### src/rtl/btn_debounce_pulse.sv
// Push-button conditioner: two-flop synchroniser, stability-counter debounce FSM,
// registered clean level plus one-cycle press and release strobes.
module btn_debounce_pulse #(
    parameter int STABLE_CNT = 500000,
    parameter int CNT_W      = 19
) (
    input  logic clk,
    input  logic clr_n,
    input  logic btn_in,
    output logic btn_db,
    output logic btn_pulse,
    output logic btn_rel
);

    typedef enum logic [1:0] {
        IDLE_LO = 2'd0,
        WAIT_HI = 2'd1,
        IDLE_HI = 2'd2,
        WAIT_LO = 2'd3
    } state_t;

    localparam logic [CNT_W-1:0] CNT_LAST = CNT_W'(STABLE_CNT - 1);
    localparam logic [CNT_W-1:0] CNT_ZERO = {CNT_W{1'b0}};
    localparam logic [CNT_W-1:0] CNT_ONE  = CNT_W'(1);

    logic             s1_r;
    logic             s2_r;
    state_t           state_r;
    logic [CNT_W-1:0] cnt_r;
    logic             btn_db_r;
    logic             btn_pulse_r;
    logic             btn_rel_r;

    // Two-flop synchroniser for the asynchronous raw button level
    always_ff @(posedge clk or negedge clr_n) begin
        if (!clr_n) begin
            s1_r <= 1'b0;
            s2_r <= 1'b0;
        end else begin
            s1_r <= btn_in;
            s2_r <= s1_r;
        end
    end

    // Debounce FSM with stability counter and registered level/strobe outputs
    always_ff @(posedge clk or negedge clr_n) begin
        if (!clr_n) begin
            state_r     <= IDLE_LO;
            cnt_r       <= CNT_ZERO;
            btn_db_r    <= 1'b0;
            btn_pulse_r <= 1'b0;
            btn_rel_r   <= 1'b0;
        end else begin
            btn_pulse_r <= 1'b0;
            btn_rel_r   <= 1'b0;
            case (state_r)
                IDLE_LO: begin
                    btn_db_r <= 1'b0;
                    cnt_r    <= CNT_ZERO;
                    if (s2_r) begin
                        state_r <= WAIT_HI;
                    end else begin
                        state_r <= IDLE_LO;
                    end
                end
                WAIT_HI: begin
                    if (!s2_r) begin
                        state_r  <= IDLE_LO;
                        cnt_r    <= CNT_ZERO;
                        btn_db_r <= 1'b0;
                    end else if (cnt_r == CNT_LAST) begin
                        // Level and strobe change on the same edge as acceptance
                        state_r     <= IDLE_HI;
                        cnt_r       <= CNT_ZERO;
                        btn_db_r    <= 1'b1;
                        btn_pulse_r <= 1'b1;
                    end else begin
                        state_r  <= WAIT_HI;
                        cnt_r    <= cnt_r + CNT_ONE;
                        btn_db_r <= 1'b0;
                    end
                end
                IDLE_HI: begin
                    btn_db_r <= 1'b1;
                    cnt_r    <= CNT_ZERO;
                    if (!s2_r) begin
                        state_r <= WAIT_LO;
                    end else begin
                        state_r <= IDLE_HI;
                    end
                end
                WAIT_LO: begin
                    if (s2_r) begin
                        state_r  <= IDLE_HI;
                        cnt_r    <= CNT_ZERO;
                        btn_db_r <= 1'b1;
                    end else if (cnt_r == CNT_LAST) begin
                        state_r   <= IDLE_LO;
                        cnt_r     <= CNT_ZERO;
                        btn_db_r  <= 1'b0;
                        btn_rel_r <= 1'b1;
                    end else begin
                        state_r  <= WAIT_LO;
                        cnt_r    <= cnt_r + CNT_ONE;
                        btn_db_r <= 1'b1;
                    end
                end
                default: begin
                    state_r  <= IDLE_LO;
                    cnt_r    <= CNT_ZERO;
                    btn_db_r <= 1'b0;
                end
            endcase
        end
    end

    assign btn_db    = btn_db_r;
    assign btn_pulse = btn_pulse_r;
    assign btn_rel   = btn_rel_r;

endmodule

### config.mk
export PLATFORM = sky130hd
export DESIGN_NAME = btn_debounce_pulse
export DESIGN_NICKNAME = d
export VERILOG_FILES = /design/src/rtl/btn_debounce_pulse.sv
export SDC_FILE = /design/constraint.sdc
export NUM_CORES = 1
export LEC_CHECK = 0
export CORE_MARGIN = 8
export CORE_UTILIZATION = 40
export CTS_CLUSTER_DIAMETER = 40
export DETAILED_ROUTE_END_ITERATION = 10
export PLACE_DENSITY = 0.66
export RECOVER_POWER = 100
export SYNTH_ARGS = -nofsm -noshare
export SYNTH_HDL_FRONTEND = slang
export SYNTH_SLANG_ARGS = --single-unit
export TNS_END_PERCENT = 100
### constraint.sdc
create_clock -name clk -period 1.9 [get_ports clk]
set_clock_uncertainty 0.15 [all_clocks]
set_input_delay 0.38 -clock clk [delete_from_list [all_inputs] [get_ports clk]]
set_output_delay 0.38 -clock clk [all_outputs]
set_load 0.02 [all_outputs]
==> flow_summary.toml <==
[run_status]
outcome = "finished, final reports clean"

[pwr]
power.leakage_nw = 0.614
ir_worst_vdd_mv = 0.336
power-per-cell-area_nw_per_um2 = 680
total_power_w = 0.000969

[global_routing]
grt_usage_pct = 9.53
antenna_found_initial = 0
grt_max_degree = 27
grt_pass1_vias = 897
grt_pass1_wl_mm = 3.97
grt-ovfl-total = 0

[critical_path]
crit_buf_inv = 1
path_max_fanout = 1
critical_path_required_ns = 1.37
critPathLaunchType = "flip-flop"
cpLargestDelayFamily = "buffers and inverters"
path_class = "reg2out"
cp_slowest_stage_delay_ns = 0.60
worstPathCellList = "clkdlybuf4s50_1"
critPathSlowestCell = "clkdlybuf4s50_1"
cp-end-kind = "output port"
cp_data_arrival_time_ns = 1.28

[timing]
fin_setup_tns_ns = 0
hold_viol_final = 0
fin_ws_ns = 0.0864
fmax_ghz = 0.551
rsz0062_at_grt = "no"
fin_crit_ns = 1.81
worst_slew_pin_slew_ns = 0.631
slew-limit-headroom_pct = 57.9
drv_slew = 0
finalCritPeriodShare_pct = 95.5
finalSetupViolCount = 0

[placed_design]
portBuffers = 5
place_ws_ns = 0.0928
gp_congestion = 0.865
place_hpwl_mm = 1.66

[cells_and_area]
multi_input_area_um2 = 563
final_nets = 133
seq_area_um2 = 651
final_cell_mix = "26 x dfrtp_1, 16 x nor2_1, 13 x xor2_1, 7 x nand3_1"
antenna_cells = 0
fillers = 285
final_common_cell = "dfrtp_1"
area_growth_syn_to_layout_pct = 12.9
drive_gt1_share_pct = 15.6

[clock_tree]
insertion_delay_ns = 0.32
cts_tree = "built"
h-tree-depth = 1
numCtsBuffers = 3
post_cts_resized = 0
ctsHoldBuffers = 0
postCtsSetupBuffers = 0
cts.sinks = 26
cts-root-buf = "clkbuf_4"
clockBufferDepth = 2
clk_pin_slew_ns = 0.14

[synth]
synth_flop_cell = "dfrtp_1"
synth_nets = 120
synth_area_um2 = 1260
ys_ff_latch = 26
synth_cells = 116
synthArstFlopShare_pct = 100
yosysSeqAreaShare_pct = 51.5
synth_edf_count = 0
ys_warn_count = 0
synth_cell_types = 27
synth.avg_cell_area_um2 = 10.9

[routing]
drtAntennaViolNets = 0
wirelength_mm = 2.26
vias = 905
drc_errors = 0
first_pass_iters = 4
routedWlPerCell_um = 13.1
vias_per_cell = 5.26
drt_iter0_markers = 28

[die]
fp.dieW_um = 72.2
rows = 20
dieArea_um2 = 5210
start_util_pct = 41.7
ios = 6
core_um2 = 3030
die_h_um = 72.2

[run]
maxCapViolCount = 0

[worst_hold_path]
hold_class = "reg2reg"
-- final timing paths --
| check | start | to | slack [ns] | cells past startpoint |
|---|---|---|---|---|
| worst max-delay path | btn_pulse$_DFF_PN0_ | btn_pulse | 0.09 | 1 |
| worst min-delay path | s1_r$_DFF_PN0_ | s2_r$_DFF_PN0_ | 0.22 | 0 |
| worst max register to register | cnt_r[1]$_DFF_PN0_ | state_r[1]$_DFF_PN0_ | 0.12 | 4 |
| worst min register to register | s1_r$_DFF_PN0_ | s2_r$_DFF_PN0_ | 0.22 | 0 |
| max in group asynchronous | clr_n | cnt_r[11]$_DFF_PN0_ | 0.76 | 2 |
| min in group asynchronous | clr_n | cnt_r[8]$_DFF_PN0_ | 0.43 | 2 |
-- report_power, final --
part | switching [W] | internal (W)
Clock | 0.000162 | 0.000213
Combinational | 0.0000204 | 0.0000110
Sequential | 0.00000370 | 0.000559
Total | 0.000186 | 0.000783
-- metal layers --
layer  global-route usage, %  vias to the layer above  wire length (um)
li1                        -                      436                 -
met1                    11.5                      448              1020
met2                    15.4                       15              1110
met3                    1.93                        6                68
met4                    5.22                        0                55
met5                       0                        -                 0
-- through the flow --
step / instance area, um^2 / hold slack (ns) / utilization (%) / std cells
floorplan: 1260 / -0.0656 / - / 116
global placement: 1380 / 0.182 / 45.6 / 168
detailed placement: 1380 / 0.197 / 45.6 / 168
CTS: 1430 / 0.230 / 47.4 / 172
global route: 1430 / 0.232 / 47.1 / 172
finish: 1430 / 0.220 / 47.1 / 172
-- synthesized netlist by cell type, types with 2 or more instances --
master,n,area [um^2]
xor2_1,13,114
and2_1,2,12.5
nor3b_1,2,15.0
nor3_1,2,10.0
nor2_1,16,60.1
or3_1,4,25.0
nand4_1,6,37.5
nor4bb_1,2,20.0
dfrtp_1,26,651
mux2_2,2,22.5
buf_6,3,33.8
and4_1,3,26.3
and3_2,3,22.5
o21ai_0,4,20.0
and3_1,2,12.5
a21oi_1,4,20.0
nand2_1,6,22.5
nand3_1,7,35.0
-- layout make-up --
type | count | area share, %
flip-flops and latches | 26 | 45.7
repair buffers | 12 | 7.02
clock inverters | 1 | 2.11
inverters | 1 | 0.263
clock buffers | 3 | 1.58
multi-input cells | 85 | 39.5
well taps | 44 | 3.86
-- sequential cells by signal, indices dropped and copies added (netlist names) --
signal and cells:
btn_rel 1, cnt_r 19, btn_pulse 1, state_r 2
btn_db 1, s2_r 1, s1_r 1
-- cells by family (layout without fill, tap and decap cells) --
family	Yosys count	count (layout)	share of synthesized area (%)
mux	2	2	1.78
xor+xnor	14	14	9.71
buf+inv	5	17	3.37
flops	26	26	51.5
simple gates	59	59	27.7
compound gates	9	9	4.86
fa+ha+maj	1	1	0.991
Power figures use the tool's default switching activity.
